$ cat src/rtl/ex_mem_pipe.sv
// rtl/ex_mem_pipe.sv - EX/MEM pipeline register chain with stall, flush and hazard match outputs
module ex_mem_pipe #(
  parameter int DW     = 32,
  parameter int RW     = 5,
  parameter int STAGES = 1
) (
  input  logic              clk,
  input  logic              rst_n,
  input  logic              stall,
  input  logic              flush,
  input  logic              valide,
  input  logic              regwritee,
  input  logic              memtorege,
  input  logic              memwritee,
  input  logic [DW-1:0]     aluoute,
  input  logic [DW-1:0]     writedatae,
  input  logic [RW-1:0]     writerege,
  input  logic [RW-1:0]     srca,
  input  logic [RW-1:0]     srcb,
  output logic              validm,
  output logic              regwritem,
  output logic              memtoregm,
  output logic              memwritem,
  output logic [DW-1:0]     aluoutm,
  output logic [DW-1:0]     writedatam,
  output logic [RW-1:0]     writeregm,
  output logic [STAGES-1:0] matcha,
  output logic [STAGES-1:0] matchb,
  output logic [2:0]        inflight
);

  // Depth is limited so the 3-bit inflight count always fits.
  generate
    if (STAGES < 1 || STAGES > 4) begin : g_bad_stages
      $error("ex_mem_pipe: STAGES must be in 1..4");
    end
  endgenerate

  logic [STAGES-1:0] r_valid;
  logic [STAGES-1:0] r_regwrite;
  logic [STAGES-1:0] r_memtoreg;
  logic [STAGES-1:0] r_memwrite;
  logic [DW-1:0]     r_aluout [STAGES];
  logic [DW-1:0]     r_wdata  [STAGES];
  logic [RW-1:0]     r_wreg   [STAGES];

  logic              w_srca_nz;
  logic              w_srcb_nz;

  // Stage registers: flush only kills valid bits, stall freezes everything.
  always_ff @(posedge clk or negedge rst_n) begin
    if (!rst_n) begin
      r_valid    <= '0;
      r_regwrite <= '0;
      r_memtoreg <= '0;
      r_memwrite <= '0;
      for (int k = 0; k < STAGES; k++) begin
        r_aluout[k] <= '0;
        r_wdata[k]  <= '0;
        r_wreg[k]   <= '0;
      end
    end else if (flush) begin
      r_valid <= '0;
    end else if (!stall) begin
      r_valid[0]    <= valide;
      r_regwrite[0] <= regwritee;
      r_memtoreg[0] <= memtorege;
      r_memwrite[0] <= memwritee;
      r_aluout[0]   <= aluoute;
      r_wdata[0]    <= writedatae;
      r_wreg[0]     <= writerege;
      for (int k = 1; k < STAGES; k++) begin
        r_valid[k]    <= r_valid[k-1];
        r_regwrite[k] <= r_regwrite[k-1];
        r_memtoreg[k] <= r_memtoreg[k-1];
        r_memwrite[k] <= r_memwrite[k-1];
        r_aluout[k]   <= r_aluout[k-1];
        r_wdata[k]    <= r_wdata[k-1];
        r_wreg[k]     <= r_wreg[k-1];
      end
    end
  end

  // Controls leaving the pipe are qualified by valid so bubbles never write.
  assign validm     = r_valid[STAGES-1];
  assign regwritem  = r_regwrite[STAGES-1] & r_valid[STAGES-1];
  assign memtoregm  = r_memtoreg[STAGES-1] & r_valid[STAGES-1];
  assign memwritem  = r_memwrite[STAGES-1] & r_valid[STAGES-1];
  assign aluoutm    = r_aluout[STAGES-1];
  assign writedatam = r_wdata[STAGES-1];
  assign writeregm  = r_wreg[STAGES-1];

  // Register 0 is hardwired zero, so it never counts as a hazard source.
  assign w_srca_nz = (srca != '0);
  assign w_srcb_nz = (srcb != '0);

  // Per-stage forwarding/hazard match against both source indices.
  always_comb begin
    matcha = '0;
    matchb = '0;
    for (int k = 0; k < STAGES; k++) begin
      matcha[k] = r_valid[k] & r_regwrite[k] & (r_wreg[k] == srca) & w_srca_nz;
      matchb[k] = r_valid[k] & r_regwrite[k] & (r_wreg[k] == srcb) & w_srcb_nz;
    end
  end

  // Occupancy is a direct popcount of the current valid bits.
  always_comb begin
    inflight = '0;
    for (int k = 0; k < STAGES; k++) begin
      inflight = inflight + {2'b00, r_valid[k]};
    end
  end

endmodule

$ cat config.mk
export PLATFORM = sky130hd
export DESIGN_NAME = ex_mem_pipe
export DESIGN_NICKNAME = d
export VERILOG_FILES = /design/src/rtl/ex_mem_pipe.sv
export SDC_FILE = /design/constraint.sdc
export NUM_CORES = 1
export LEC_CHECK = 0
export CORE_ASPECT_RATIO = 1.25
export CORE_MARGIN = 2
export CORE_UTILIZATION = 40
export CTS_CLUSTER_SIZE = 10
export DETAILED_ROUTE_END_ITERATION = 8
export GPL_ROUTABILITY_DRIVEN = 0
export GPL_TIMING_DRIVEN = 0
export PLACE_DENSITY = 0.91
export SYNTH_ARGS = -nofsm -noshare
export SYNTH_HDL_FRONTEND = slang
export SYNTH_SLANG_ARGS = --single-unit
$ cat constraint.sdc
create_clock -name clk -period 2.13 [get_ports clk]
set_input_delay 0.3195 -clock clk [delete_from_list [all_inputs] [get_ports clk]]
set_output_delay 0.3195 -clock clk [all_outputs]
set_load 0.1 [all_outputs]
## Word-level counts from Yosys, hierarchy flattened

Cells that the tools add are included.

- Equal/unequal tests: 3
- Multiplexer cells: 2
- Bitwise logic cells: 9
- Reduce and logical (&&, ||, !) cells: 3

Operator list:

| kind | count |
|---|---|
| == test 5 bit | 2 |
| nonzero test 5 bit | 2 |
| bitwise AND 1 bit | 7 |
| two-way mux 1 bit | 2 |
| != test 2 x 1 -> 1 bit, second input constant | 1 |
| inverter 1 bit | 2 |
| AND reduction 2 bit | 1 |

- Bits in registers: 73
- Bits of input ports: 87
- Output and inout port bits: 78
- Logic and storage cells: 24

## Longest topological paths before layout

Gate-level depths: netlist of run 1.

- Depth after elaboration: 3
- Gate-level depth with buffers: 3
- Mapped depth without buffers: 3

## Worst setup path after synthesis of run 1

OpenSTA, ideal clock, no wires.

- Path type: flip-flop to output port
- From: register r_valid (netlist: validm)
- To: output port matcha
- Arrival: 2.805 ns
- Required time: 1.811 ns
- Slack: -0.994 ns
- Cell stages (with the launch flop): 3
- Path buffers: 0
- Path through: dfrtp_1 -> and2_1 -> and4_1

- Cells in the longest elaborated chain, start to end: 3

Ends and longest elaborated chain:

| what | line | RTL |
|---|---|---|
| from (decl) | 39 | `logic [STAGES-1:0] r_valid;` |
| from (signal, indexed assignment) | 73 | `r_valid[k] <= r_valid[k-1];` |
| bitwise AND 1 bit | - |  |
| named net regwritem | 21 | `output logic regwritem,` |
| bitwise AND 1 bit (2 in a row) | 102 | `matcha[k] = r_valid[k] & r_regwrite[k] & (r_wreg[k] == srca) & w_srca_nz;` |
| to (decl) | 27 | `output logic [STAGES-1:0] matcha,` |

The timed path passes the listed nets, and every way through them passes these cells.

## Worst setup path in the final report of run 1

- From: register r_valid (netlist: validm)
- To: output port regwritem

- Cells in the longest elaborated chain, start to end: 1

Ends and longest elaborated chain:

| what | line | RTL |
|---|---|---|
| bitwise AND 1 bit | 86 | `assign regwritem = r_regwrite[STAGES-1] & r_valid[STAGES-1];` |
| to (decl) | 21 |  |

No other way between the ends.

==> key figures, run 1 <==
Status
  • Status: complete, no violations

Clocking
  • CTS sink cnt: 73
  • Cts bufs inserted: 9
  • H-tree depth: 3
  • Clock Tree Buf Depth: 2
  • Buffer count from post-CTS setup fixing: 0
  • TritonCTS clock tree: yes
  • CTS Root Cell: clkbuf_8
  • Clk Latency, worst-skew pair: 0.34 ns
  • Clock transition at path regs: 0.08 ns

Setup path
  • RR Startpoint: writeregm[2]
  • Critical Path Sink Type: primary output
  • Crit-path cells: and2_4 -> dlygate4sd2_1
  • CP peak stage delay: 0.84 ns
  • Worst path required time: 1.81 ns
  • FF-to-FF path depth: 1
  • Setup crit start kind: register
  • Max stage delay cell, worst path: dlygate4sd2_1
  • Worst R2R Setup Slack: 1.29 ns
  • Critical path arrival: 1.74 ns
  • CP Max Fanout: 6
  • RR Endpoint: writeregm[2]
  • Worst setup path class: reg -> out

Timing
  • Final period util: 0.967
  • Final Hold Viols: 0
  • Relative slew slack: 0.342
  • Worst slew pin tran: 0.991 ns
  • RSZ-0062 raised after global routing: false
  • Hold slack: 0.0973 ns
  • Peak Freq: 486 MHz
  • Post-layout worst setup margin: 0.0707 ns
  • Endpoints failing setup: 0
  • Slew Limit Fails: 0
  • Setup Skew: 0 ns
  • Final Critical Period: 2.06 ns

Final layout
  • Commonest non-fill, non-tap cells in the layout: clkdlybuf4s50_1 (85), dlygate4sd2_1 (74), dfrtp_1 (72)
  • Most common cell after layout, fill and taps aside: clkdlybuf4s50_1
  • Share of cells above drive strength 1: 0.294
  • # diodes: 0
  • Multi-input gate area: 1280 µm²
  • Area growth syn-to-layout: 58.6%
  • FF+latch area: 1830 µm²
  • Fin nets: 443
  • Final Instance Count excl. Fillers: 456
  • Filler cells: 627
  • Layout Utilization: 0.655

Floorplan
  • Die Wd: 84.4 µm
  • Initial core utilization: 0.413
  • FP Rows: 36
  • Die Y: 105 µm
  • Core Box Area: 7840 µm²
  • # IOs: 165
  • Die ar.: 8830 µm²

GRT
  • Pin count of the biggest net entering global routing: 74
  • Number of global-route vias before repair: 2399
  • Total gr overflow: 0
  • Total track usage: 0.178
  • Initial antenna violation count: 0
  • Global-route wire length before repair: 12200 µm

Pwr
  • Clock power share: 0.236
  • Psw: 2.41 mW
  • Peak supply drop: 0.691 mV
  • Flop pwr share: 0.317
  • Power Density: 1060 nW/µm²
  • Comb pwr share: 0.447
  • Final Power: 5.42 mW
  • P_leak: 2.42 nW
  • Sw frac: 0.445
  • Internal Power: 3.01 mW

Drt
  • Drt drc: 0
  • Per-cell routed wire length: 16.6 µm
  • Vias: 2114
  • Post-DRT Antenna Nets: 0
  • Initial DRC Count: 37
  • Vias per cell: 4.64
  • DR pass1 iterations: 4
  • Post-Route WL: 7560 µm

Yosys
  • Syn avg cell area: 17.8 µm²
  • Warnings from Yosys: 0
  • Register bit total from synthesis: 73
  • Post-Synthesis Cell Area: 3230 µm²
  • Cell variety after synth: 19
  • Post-synthesis sequential area ratio: 0.565
  • Mapped Cells: 182

Run
  • Maxcap violations: 0

Placed design
  • DP Cell Count: 440
  • Setup WS pre-CTS: -0.728 ns
  • Port bufs: 162
  • Dpl hpwl: 5660 µm

Hold path
  • Hold/Removal Path Class: in -> async
==> power by group through the flow <==
stage | combinational (mW) | clock, mW | sequential (mW)
2_1_floorplan | 0.461 | 0 | 3.17
3_3_place_gp | 2.55 | 0 | 1.74
3_5_place_dp | 2.58 | 0 | 1.74
4_1_cts | 2.44 | 1.31 | 1.72
5_1_grt | 2.49 | 1.36 | 1.75
6_report | 2.42 | 1.28 | 1.72
==> stage by stage <==
step | setup TNS [ns] | cell area [µm²]
after detailed placement | -1.41 | 4980
after global routing | 0 | 5130
after global placement | -117.11 | 4990
final | 0 | 5130
after floorplan | 0 | 3250
after CTS | 0 | 5120
==> flip-flops by register name, summed over array words and instances, names as in the netlist <==
name        cells
writedatam     32
r_regwrite      1
writeregm       5
aluoutm        32
r_memwrite      1
r_memtoreg      1
validm          1
==> synthesized netlist by cell type <==
cell type	n	area (µm²)
and2_1	3	18.8
and4_1	2	17.5
buf_12	2	40.0
buf_4	3	22.5
buf_8	5	75.1
conb_1	1	3.75
dfrtp_1	73	1830
mux2_2	2	22.5
mux2_4	70	1050
mux2i_1	1	10.0
nand2_1	2	7.51
nor2_1	1	3.75
nor2_8	1	20.0
nor3_1	2	10.0
nor4_1	2	12.5
o21ai_0	2	10.0
or2_2	2	12.5
xnor2_1	2	17.5
xor2_1	6	52.6
==> worst max-delay path by stage <==
stage,to,slack (ns),start,cells after the start
after floorplan,matchb,0.05,writeregm[4],3
after global placement,validm,-1.84,rst_n,1
after detailed placement,matcha,-0.73,srca[4],5
after CTS,regwritem,0.04,validm,2
after global routing,regwritem,0.006,validm,2
final,regwritem,0.07,validm,2
==> metal layers <==
metal  routed length, µm  up-vias  track usage
li1                    -      970            -
met1                2940     1030        0.207
met2                3930      100        0.308
met3                 480       14       0.0363
met4                 207        0       0.0930
met5                   0        -            0
==> kinds of logic (layout without fill, tap and decap cells) <==
kind of cell,Yosys count,after routing,synth area share
xor gates and xnor gates,8,8,0.0217
AOI/OAI and AO/OA,2,2,0.00309
muxes,73,73,0.335
other,1,2,0.00116
DFF,73,73,0.565
and+or+nand+nor,15,15,0.0317
buffers and inverters,10,188,0.0426
==> final cells by class <==
class / count / share of cell area
flip-flops and latches: 73 / 0.356
repair buffers: 162 / 0.298
multi-input cells: 100 / 0.250
plain buffers: 10 / 0.0268
clock buffers: 11 / 0.0256
well taps: 95 / 0.0232
clock inverters: 5 / 0.0202
==> critical path: cells and delay by family, from the launching register on <==
kind	cells	cell delay, ns
buf+inv	1	0.84
flops	1	0.40
simple gates	1	0.16
==> timing repair <==
item / CTS / global route
resized for setup: 86 / 2
hold buffers: 0 / 0
setup endpoints to repair: 76 / 2
Power figures use the tool's default switching activity.
==> run 2: changes to the inputs <==
--- a/config.mk
+++ b/config.mk
@@ -7,12 +7,13 @@
 export LEC_CHECK = 0
 export CORE_ASPECT_RATIO = 1.25
 export CORE_MARGIN = 2
-export CORE_UTILIZATION = 40
+export CORE_UTILIZATION = 43
 export CTS_CLUSTER_SIZE = 10
 export DETAILED_ROUTE_END_ITERATION = 8
 export GPL_ROUTABILITY_DRIVEN = 0
 export GPL_TIMING_DRIVEN = 0
-export PLACE_DENSITY = 0.91
+export MAX_ROUTING_LAYER = met4
+export PLACE_DENSITY = 0.95
 export SYNTH_ARGS = -nofsm -noshare
 export SYNTH_HDL_FRONTEND = slang
 export SYNTH_SLANG_ARGS = --single-unit
==> key figures, run 2 (synthesis results as in run 1) <==
Status
  • Status: complete, no violations

Drt
  • Initial DRC Count: 61 (+65%)
  • Vias per cell: 4.67 (+0.66%)
  • Post-Route WL: 7550 µm (about the same)
  • Vias: 2114 (unchanged)
  • Drt drc: 0 (unchanged)
  • DR pass1 iterations: 4 (unchanged)
  • Post-DRT Antenna Nets: 0 (unchanged)
  • Per-cell routed wire length: 16.7 µm (+0.62%)

Final layout
  • Filler cells: 532 (-15%)
  • # diodes: 0 (unchanged)
  • Layout Utilization: 0.698 (+0.0435)
  • Fin nets: 443 (unchanged)
  • Share of cells above drive strength 1: 0.299 (+0.00554)
  • Final Instance Count excl. Fillers: 453 (-0.66%)
  • Commonest non-fill, non-tap cells in the layout: clkdlybuf4s50_1 (85), dlygate4sd2_1 (73), dfrtp_1 (72)
  • Most common cell after layout, fill and taps aside: clkdlybuf4s50_1
  • Area growth syn-to-layout: 57.8%

Clocking
  • Cts bufs inserted: 9 (unchanged)
  • Buffer count from post-CTS setup fixing: 0 (unchanged)
  • Cts hold-fix bufs: 0 (unchanged)
  • Clk Latency, worst-skew pair: 0.33 ns (about the same)
  • Clock transition at path regs: 0.09 ns (about the same)
  • H-tree depth: 3 (unchanged)
  • TritonCTS clock tree: yes
  • Clock Tree Buf Depth: 2 (unchanged)
  • CTS sink cnt: 73 (unchanged)
  • CTS Root Cell: clkbuf_8

Setup path
  • Critical path buffers and inverters: 1 (unchanged)
  • Worst path required time: 1.81 ns (about the same)
  • Critical path arrival: 1.76 ns (+0.02 ns)
  • Worst setup path class: reg -> out
  • Crit-path cells: and2_1 -> dlygate4sd2_1
  • Max stage delay cell, worst path: dlygate4sd2_1
  • Setup crit start kind: register
  • CP delay by family, top: buffers and inverters
  • CP peak stage delay: 0.86 ns (+0.02 ns)
  • CP Max Fanout: 6 (unchanged)
  • Critical Path Sink Type: primary output

Timing
  • RSZ-0062 raised after global routing: false
  • Final period util: 0.978 (+0.0110)
  • Peak Freq: 480 MHz (-1.1%)
  • Slew Limit Fails: 0 (unchanged)
  • Post-layout worst setup margin: 0.0472 ns (-0.0235 ns)
  • Worst slew pin tran: 1.01 ns (+0.0173 ns)
  • Setup Skew: 0 ns (unchanged)
  • Final Hold Viols: 0 (unchanged)
  • Final Critical Period: 2.08 ns (+0.0235 ns)
  • Endpoints failing setup: 0 (unchanged)
  • Relative slew slack: 0.330 (-0.0115)

Run
  • Maxcap violations: 0 (unchanged)

GRT
  • Met1 Use GR: 0.213 (+0.00628)
  • Number of global-route vias before repair: 2318 (-3.4%)
  • Initial antenna violation count: 0 (unchanged)
  • Pin count of the biggest net entering global routing: 74 (unchanged)
  • Global-route wire length before repair: 11400 µm (-6.3%)
  • Met2 Usage GRT: 0.330 (+0.0214)
  • Total gr overflow: 0 (unchanged)
  • Total track usage: 0.189 (+0.0110)
  • Grt met3 use: 0.0376 (+0.00130)
  • GRT Max-Usage Layer: met2

Floorplan
  • Initial core utilization: 0.442 (+0.0296)
  • # IOs: 165 (unchanged)
  • Core Box Area: 7310 µm² (-6.7%)
  • Die ar.: 8240 µm² (-6.7%)
  • Die Wd: 81.6 µm (-3.4%)
  • Die Y: 101 µm (-3.4%)
  • FP Rows: 35 (-2.8%)

Pwr
  • Power Density: 1030 nW/µm² (-2.1%)
  • P_leak: 2.41 nW (-0.43%)
  • Peak supply drop: 0.617 mV (-11%)
  • Final Power: 5.28 mW (-2.6%)

Hold path
  • Hold/Removal Path Class: in -> async

Placed design
  • Port bufs: 162 (unchanged)
  • DP Cell Count: 437 (-0.68%)
  • Dpl hpwl: 5620 µm (-0.56%)
  • Setup WS pre-CTS: -0.737 ns (-0.00971 ns)
-- run 2: layout make-up --
type	count	area, µm²	area share
sequential	73	1830	0.358
clock buffer	11	151	0.0297
clock inverter	5	61.3	0.0120
buffer	10	138	0.0270
multi-input combinational	100	1280	0.251
tap	92	115	0.0225
timing repair buffer	162	1530	0.300
-- run 2: final timing paths --
check / end / slack [ns] / start / cells after the start
min in group clk: writedatam[8] / 0.51 / writedatam[8] / 1
max: memtoregm / 0.05 / validm / 2
min reg2reg: writedatam[8] / 0.51 / writedatam[8] / 1
max in group asynchronous: validm / 1.41 / rst_n / 1
max reg2reg: writeregm[2] / 1.27 / writeregm[2] / 1
min: aluoutm[6] / 0.10 / rst_n / 1
-- run 2: repair_timing --
action                                  in CTS  in global routing
endpoints found under the setup margin      76                  3
pin swaps                                    0                  0
resized for setup                           85                  5
-- run 2: stage by stage --
step           hold WS, ns  setup TNS [ns]  area (µm²)
3_5_place_dp         0.488           -1.43        4980
2_1_floorplan       0.0239               0        3250
6_report             0.103               0        5100
5_1_grt              0.177               0        5100
3_3_place_gp         0.487         -116.70        4980
4_1_cts              0.133         -0.0801        5090
-- run 2: per-layer routing --
metal	part of all wire	up-vias	wire length [µm]
met1	0.38	1033	2840
met2	0.54	92	4100
li1	-	975	-
met5	0	-	0
met4	0.019	0	146
met3	0.062	14	468
-- run 2: power breakdown --
part | internal (mW) | switching [mW] | leakage [nW] | total [mW]
logic | 0.643 | 1.78 | 1.44 | 2.42
clock network | 0.614 | 0.522 | 0.110 | 1.14
registers | 1.59 | 0.132 | 0.857 | 1.72
==> run 3: changes to the inputs <==
--- a/config.mk
+++ b/config.mk
@@ -7,13 +7,13 @@
 export LEC_CHECK = 0
 export CORE_ASPECT_RATIO = 1.25
 export CORE_MARGIN = 2
-export CORE_UTILIZATION = 43
+export CORE_UTILIZATION = 41
 export CTS_CLUSTER_SIZE = 10
 export DETAILED_ROUTE_END_ITERATION = 8
 export GPL_ROUTABILITY_DRIVEN = 0
 export GPL_TIMING_DRIVEN = 0
 export MAX_ROUTING_LAYER = met4
-export PLACE_DENSITY = 0.95
+export PLACE_DENSITY = 0.92
 export SYNTH_ARGS = -nofsm -noshare
 export SYNTH_HDL_FRONTEND = slang
 export SYNTH_SLANG_ARGS = --single-unit
==> key figures, run 3 (synthesis results as in run 1) <==
Drt
  • Post-DRT Antenna Nets: 0 (unchanged)
  • Post-Route WL: 7390 µm (-2.2%)
  • Vias per cell: 4.65 (-0.33%)
  • Per-cell routed wire length: 16.2 µm (-2.9%)
  • Drt drc: 0 (unchanged)
  • Vias: 2121 (+0.33%)
  • Initial DRC Count: 23 (-62%)
  • DR pass1 iterations: 3 (-1)

GRT
  • Total track usage: 0.181 (-0.00863)
  • Pin count of the biggest net entering global routing: 74 (unchanged)
  • Number of global-route vias before repair: 2319 (+0.043%)
  • Initial antenna violation count: 0 (unchanged)
  • Total gr overflow: 0 (unchanged)
  • Global-route wire length before repair: 11800 µm (+3.4%)

Placed design
  • Area after DPL: 4980 µm² (about the same)
  • DP Cell Count: 440 (+0.69%)
  • Setup WS pre-CTS: -0.784 ns (-0.0462 ns)
  • Port bufs: 162 (unchanged)
  • Dpl hpwl: 5600 µm (-0.43%)

Floorplan
  • Die Wd: 83.4 µm (+2.3%)
  • FP Rows: 36 (+2.9%)
  • Core Box Area: 7750 µm² (+5.9%)
  • # IOs: 165 (unchanged)
  • Die ar.: 8620 µm² (+4.7%)
  • Die Y: 103 µm (+2.3%)
  • Initial core utilization: 0.417 (-0.0248)

Final layout
  • Most common cell after layout, fill and taps aside: clkdlybuf4s50_1
  • Share of cells above drive strength 1: 0.296 (-0.00277)
  • Final Instance Count excl. Fillers: 456 (+0.66%)
  • Layout Utilization: 0.660 (-0.0377)
  • Filler cells: 613 (+15%)
  • Final Cell Area: 5120 µm² (+0.22%)
  • Area growth syn-to-layout: 58.2%
  • Commonest non-fill, non-tap cells in the layout: clkdlybuf4s50_1 (85), dlygate4sd2_1 (73), dfrtp_1 (72)
  • # diodes: 0 (unchanged)
  • Fin nets: 443 (unchanged)

Timing
  • Final Critical Period: 2.04 ns (-0.0417 ns)
  • Slew Limit Fails: 0 (unchanged)
  • Final Hold Viols: 0 (unchanged)
  • RSZ-0062 raised after global routing: false
  • Relative slew slack: 0.346 (+0.0151)
  • Worst slew pin tran: 0.986 ns (-0.0227 ns)
  • Post-layout worst setup margin: 0.0889 ns (+0.0417 ns)
  • Final period util: 0.958 (-0.0196)
  • Peak Freq: 490 MHz (+2.0%)
  • Setup Skew: 0 ns (unchanged)
  • Endpoints failing setup: 0 (unchanged)

Clocking
  • TritonCTS clock tree: yes
  • Cts bufs inserted: 9 (unchanged)
  • Clock Tree Buf Depth: 2 (unchanged)
  • Cts hold-fix bufs: 0 (unchanged)
  • Buffer count from post-CTS setup fixing: 0 (unchanged)
  • Clock transition at path regs: 0.08 ns (about the same)
  • H-tree depth: 3 (unchanged)
  • CTS sink cnt: 73 (unchanged)
  • Clk Latency, worst-skew pair: 0.32 ns (about the same)
  • CTS Root Cell: clkbuf_8

Run
  • Maxcap violations: 0 (unchanged)

Setup path
  • FF-to-FF path depth: 1 (unchanged)
  • Critical path startpoint: srca[0]
  • CP Max Fanout: 2 (-4)
  • Max stage delay cell, worst path: clkdlybuf4s50_1
  • RR Startpoint: writeregm[3]
  • Setup crit start kind: input port
  • Worst path depth: 5 (+3)
  • Critical Path Sink Type: primary output
  • Worst setup path class: in -> out
  • Critical path arrival: 1.72 ns (-0.04 ns)
  • Critical path buffers and inverters: 2 (+1)
  • Worst path required time: 1.81 ns (about the same)
  • CP delay by family, top: buffers and inverters
  • CP peak stage delay: 0.44 ns (-0.42 ns)
  • Crit-path cells: clkdlybuf4s50_1 -> nor4_1 -> o21ai_1 -> and4_4 -> buf_6

Hold path
  • Hold/Removal Path Class: in -> async

Pwr
  • Final Power: 5.32 mW (+0.67%)
  • Power Density: 1040 nW/µm² (+0.44%)
  • P_leak: 2.41 nW (+0.13%)
  • Peak supply drop: 0.713 mV (+16%)

Status
  • Status: complete, no violations
[run 3: cell count changes in the layout (fill, tap and decap cells not counted)]
cell and change:
clkbuf_8 -1, clkinv_2 +1, o21ai_0 -1, inv_6 -2, bufinv_16 +1, o21ai_1 +1
clkbuf_1 +1
[run 3: layer usage]
metal,track usage,vias to the layer above,share of wire
li1,-,974,-
met1,0.223,1037,0.40
met2,0.301,101,0.52
met3,0.0349,9,0.063
met4,0.0670,0,0.014
met5,-,-,0
[run 3: timing repair]
action                                  in CTS  in global routing
gates resized for setup                     86                  4
endpoints found under the setup margin      76                  3
pin swaps                                    0                  0
[run 3: path summary, 6_finish.rpt]
kind | to | slack (ns)
worst max register to register | writeregm[3] | 1.28
min in group clk | aluoutm[8] | 0.51
worst min register to register | aluoutm[8] | 0.51
worst min-delay path | writedatam[16] | 0.11
worst max-delay path | matcha | 0.09
max in group asynchronous | validm | 1.41
[run 3: final cells by class]
class                           count  area, µm²  share of cell area
Sequential cell                    73       1830               0.357
Timing Repair Buffer              162       1530               0.299
Multi-Input combinational cell    100       1280               0.250
Clock buffer                       11        141              0.0276
Buffer                             10        138              0.0269
Tap cell                           95        119              0.0232
Clock inverter                      5       78.8              0.0154
[run 3: power by group]
| group | internal (mW) | total, mW | switching [mW] | leakage (nW) |
|---|---|---|---|---|
| Combinational | 0.643 | 2.42 | 1.78 | 1.44 |
| Sequential | 1.59 | 1.72 | 0.129 | 0.857 |
| Clock | 0.691 | 1.18 | 0.485 | 0.113 |
[run 3: stage by stage]
stage          hold slack (ns)  TNS [ns]
3_3_place_gp             0.485   -120.29
6_report                 0.106         0
4_1_cts                  0.145         0
3_5_place_dp             0.495     -1.50
2_1_floorplan           0.0239         0
5_1_grt                  0.194         0
==> patch 1, RTL diff (settings of run 3) <==
The parameter `STAGES` goes from 1 to 2.
--- a/src/rtl/ex_mem_pipe.sv
+++ b/src/rtl/ex_mem_pipe.sv
@@ -3,5 +3,5 @@
   parameter int DW     = 32,
   parameter int RW     = 5,
-  parameter int STAGES = 1
+  parameter int STAGES = 2
 ) (
   input  logic              clk,
Interface: changed (resized matcha and matchb); port bits go from 165 to 167. The function was not compared with the original's and may differ.
==> patch 1 against run 3 <==
Total power grew 110%; wire length grew 82%; area after synthesis grew 93%; setup slack lost 0.036 ns; sequential cell count grew 73; final area grew 72%; non-clock buffer count grew 80; cell count grew 75%; critical endpoint is now matchb[1].
==> patch 1: results (changes against run 3) <==
clock_tree:
  htreeDepth: 4  # was 3
  clk_pin_slew_ns: 0.06  # was 0.08 ns
  clock_latency_ns: 0.41  # was 0.32 ns
  root_buffer: "clkbuf_16"  # was clkbuf_8
drt:
  via_per_inst: 4.75  # was 4.65
  num_vias: 3794  # was 2121
worst_setup_path:
  crit_arrival_ns: 1.76  # was 1.72 ns
  cp_max_fo: 3  # was 2
  critPathLaunch: "srcb[3]"  # was srca[0]
power:
  ir_drop_uv: 756  # was 713 uV
  p_leak_nw: 3.91  # was 2.41 nW
  power.internal_mw: 6.53  # was 2.92 mW
yosys:
  synth_seq_area_share_pct: 58.5  # was 56.5%
  ys_top_cells_by_area: "dfrtp_1, mux2_2, mux2_1"  # was dfrtp_1, mux2_4, buf_8
  synthCells: 419  # was 182
grt:
  grt_max_degree: 88  # was 74
  grt_first_pass_wirelength_microns: 21300  # was 11800 microns
  grt_pass1_vias: 4351  # was 2319
place:
  port_buffers: 165  # was 162
  dpl.hpwl_microns: 9960  # was 5600 microns
  dpl_cell_area_sq_mm: 0.00822  # was 0.00498 sq mm
  placed_cells: 767  # was 440
layout:
  drive_gt1_share_pct: 36.2  # was 29.6%
run_status:
  status: "complete, no violations"  # unchanged
sta:
  slew_headroom_pct: 33.3  # was 34.6%
patch 1: cell types whose count changed after synthesis, sizes merged, moves of 3 or more:
cell	run 3	this run
nor2	2	5
dfrtp	73	146
xnor2	2	16
nand4	0	4
buf	10	85
mux2	72	144
patch 1: layout make-up:
type	count	area (sq um)
Tap cell	182	228
Buffer	85	644
Sequential cell	146	3660
Clock buffer	23	488
Timing Repair Buffer	167	1610
Fill cell	1165	6180
Multi-Input combinational cell	188	2030
Clock inverter	7	124
patch 1: power by group through the flow:
stage / clock [mW] / combinational (mW) / sequential, mW
6_report: 3.05 / 4.26 / 3.63
3_3_place_gp: 0 / 4.44 / 3.63
4_1_cts: 3.12 / 4.31 / 3.63
5_1_grt: 3.25 / 4.41 / 3.70
3_5_place_dp: 0 / 4.53 / 3.68
2_1_floorplan: 0 / 3.55 / 3.57
patch 1: metal layers:
metal / global-route usage, % / vias up / routed length [microns]
met5: - / - / 0
met2: 31.5 / 110 / 7360
met4: 7.89 / 0 / 451
met1: 18.2 / 1911 / 5070
li1: - / 1740 / -
met3: 3.92 / 33 / 535
patch 1: cells by family (layout without fill, tap and decap cells):
family                   count (synthesis)  after routing  share of synthesized area (%)
other                                    1              1                         0.0600
adder cells (fa/ha/maj)                  1              1                          0.200
flip-flops                             146            146                           58.5
buffers and inverters                   85            282                           10.3
XOR/XNOR                                20             20                           2.80
multiplexers                           146            146                           26.3
AND/OR/NAND/NOR                         20             20                           1.88
patch 1: final timing paths:
kind | slack [ns] | cells after the start | to
worst min register to register | 0.48 | 1 | r_wdata[47]$_DFFE_PN0P_
worst max-delay path | 0.05 | 5 | matchb[1]
min in group clk | 0.48 | 1 | r_wdata[47]$_DFFE_PN0P_
max in group asynchronous | 0.88 | 3 | writedatam[18]$_DFFE_PN0P_
worst min-delay path | 0.44 | 2 | writedatam[31]$_DFFE_PN0P_
worst max register to register | 1.30 | 1 | writeregm[3]$_DFFE_PN0P_
patch 1: metrics by stage:
| stage | util, % | TNS, ns | setup WS [ns] |
|---|---|---|---|
| after floorplan | - | -0.866 | -0.469 |
| after global placement | 54.8 | -661.62 | -5.42 |
| after detailed placement | 54.9 | -3.79 | -0.932 |
| after CTS | 58.8 | 0 | 0.00503 |
| after global routing | 58.7 | 0 | 0.00336 |
| final | 58.7 | 0 | 0.0533 |
patch 1: critical path, cell delays in order:
cell and delay [ns]:
clkdlybuf4s50_1 0.49, or4_4 0.52, nor2_4 0.17, nor4_4 0.07, buf_6 0.19
patch 1: what timing repair did:
item                                    in CTS  in global routing
resized for setup                          124                 11
endpoints found under the hold margin       59                  0
endpoints found under the setup margin      79                 10
cloned                                       0                  0
hold buffers                                 1                  0
pin swaps                                    1                  1
==> patch 2, RTL diff (config.mk and constraints of run 3) <==
Made on the original files. Reset style: synchronous (`rst_n`), changed in one clocked block.
--- a/src/rtl/ex_mem_pipe.sv
+++ b/src/rtl/ex_mem_pipe.sv
@@ -49,5 +49,5 @@
 
   // Stage registers: flush only kills valid bits, stall freezes everything.
-  always_ff @(posedge clk or negedge rst_n) begin
+  always_ff @(posedge clk) begin
     if (!rst_n) begin
       r_valid    <= '0;
Behaviour: differs if rst_n is asserted again (counterexample within 4 cycles, from zero or initial values and one cycle with rst_n low); with rst_n held inactive, the same outputs for 10 cycles.
==> patch 2 against run 3 <==
Sequential cell count unchanged; final area down 5.5%; wire length down 6.5%; global-route usage up 0.35 points; maximum frequency down 2.3%; via count down 4.4%; setup slack worse by 0.048 ns; total power down 27%; area after synthesis down 9.3%.
==> patch 2: results (changes against run 3) <==
sta:
  fin_skew_ns: 0  # unchanged
  slew_headroom_pct: 33.6  # was 34.6%
worst_setup_path:
  cp_max_fo: 1  # was 2
  crit_arrival_ns: 1.77  # was 1.72 ns
  critPathMaxStageDelay_ns: 1.12  # was 0.44 ns
  crit_family: "buffers and inverters"  # unchanged
  crit_slowest_cell: "clkdlybuf4s50_1"  # unchanged
grt:
  use_met2_pct: 32.1  # was 30.1%
  grt_max_degree: 36  # was 74
  grt_util_met1_pct: 18.5  # was 22.3%
  track_usage_pct: 18.4  # was 18.1%
  antenna_found_initial: 0  # unchanged
  grt_util_met3_pct: 6.96  # was 3.49%
  grt_pass1_vias: 2183  # was 2319
  grt_first_pass_wirelength_microns: 10400  # was 11800 microns
yosys:
  post_synth_most_frequent_cells: "and2_1, edfxtp_1, buf_6"  # was dfrtp_1, mux2_4, xor2_1
  synth_flop_cell: "edfxtp_1"  # was dfrtp_1
  async_reset_ff_share_pct: 0  # was 100%
  synth_seq_area_share_pct: 73.4  # was 56.5%
  synthCells: 185  # was 182
  synth_cell_types: 22  # was 19
  synth_warnings: 0  # unchanged
  synth-edff-count: 69  # was 0
  ys_top_cells_by_area: "edfxtp_1, and2_1, dfxtp_1"  # was dfrtp_1, mux2_4, buf_8
drt:
  first_iter_violations: 42  # was 23
  dr.pass1.iters: 6  # was 3
  drt-total-wl_microns: 6910  # was 7390 microns
  via_per_inst: 4.47  # was 4.65
layout:
  area_growth_pct: 64.9  # was 58.2%
  fillers: 497  # was 613
  finalNonFillerCells: 454  # was 456
  reg.largest.list: "r_aluout x32, r_wdata x32, r_wreg x5"
  drive_gt1_share_pct: 9.34  # was 29.6%
  diodes: 0  # unchanged
place:
  dpl_cell_area_sq_mm: 0.00468  # was 0.00498 sq mm
  placed_cells: 438  # was 440
  port_buffers: 162  # unchanged
  dpl.hpwl_microns: 5210  # was 5600 microns
  preCtsSetupSlack_ns: -0.977  # was -0.784 ns
power:
  p_leak_nw: 2.20  # was 2.41 nW
  ir_drop_uv: 514  # was 713 uV
run_status:
  status: "complete, no violations"  # unchanged
clock_tree:
  clk_pin_slew_ns: 0.07
  clk_path_buf_depth: 2  # unchanged
  clock_latency_ns: 0.32  # about the same
  root_buffer: "clkbuf_8"  # unchanged
hold_path:
  holdCritPathClass: "in -> reg"  # was in -> async
==> patch 2: changes by cell type after synthesis, moves of 2 or more <==
| cell | change |
|---|---|
| or2_2 | -2 |
| buf_12 | -2 |
| mux2_4 | -70 |
| dfxtp_1 | +4 |
| dfrtp_1 | -73 |
| edfxtp_1 | +69 |
| buf_6 | +7 |
| a22o_1 | +3 |
| mux2_2 | -2 |
| and2_1 | +69 |
| buf_8 | -5 |
==> patch 2: cell type report <==
cell class / count / area share [%]
buffer: 10 / 2.10
clock buffer: 10 / 2.64
clock inverter: 5 / 0.492
inverter: 1 / 0.155
multi-input combinational: 102 / 14.2
sequential: 73 / 44.5
tap: 90 / 2.33
timing repair buffer: 162 / 33.5
timing repair inverter: 1 / 0.155
==> patch 2: cell families (layout without fill, tap and decap cells) <==
family | after synthesis | after routing | share of synthesized area [%]
AOI/OAI and AO/OA | 6 | 6 | 1.49
DFF | 73 | 73 | 73.4
muxes | 1 | 1 | 0.341
other | 1 | 2 | 0.128
buffers and inverters | 11 | 189 | 3.58
and+or+nand+nor | 85 | 85 | 18.7
xor gates and xnor gates | 8 | 8 | 2.39
==> patch 2: repair_timing <==
item / 4_1_cts / 5_1_grt
gates resized for setup: 62 / 28
setup endpoints to repair: 121 / 94
pin swaps: 0 / 0
gates cloned: 1 / 0
buffers inserted: 0 / 0
==> patch 2: final timing paths <==
path | endpoint | cells after the start | from | slack [ns]
setup / recovery | aluoutm[11] | 1 | r_aluout[0][11]$_SDFFCE_PN0P_ | 0.04
hold / removal | validm$_SDFFE_PP0N_ | 3 | stall | 0.45
setup reg to reg | validm$_SDFFE_PP0N_ | 2 | validm$_SDFFE_PP0N_ | 1.51
hold reg to reg | r_regwrite$_SDFFE_PN0P_ | 1 | r_regwrite$_SDFFE_PN0P_ | 0.47
==> patch 2: report_power, final <==
| part | total (mW) | internal [mW] | switching (mW) |
|---|---|---|---|
| clock network | 0.864 | 0.404 | 0.460 |
| logic | 1.26 | 0.304 | 0.961 |
| registers | 1.73 | 1.69 | 0.0368 |
==> patch 2: routing by layer <==
metal | up-vias | routed length, microns
met4 | 0 | 159
met3 | 16 | 675
met2 | 101 | 3630
met1 | 926 | 2440
li1 | 985 | -
met5 | - | 0
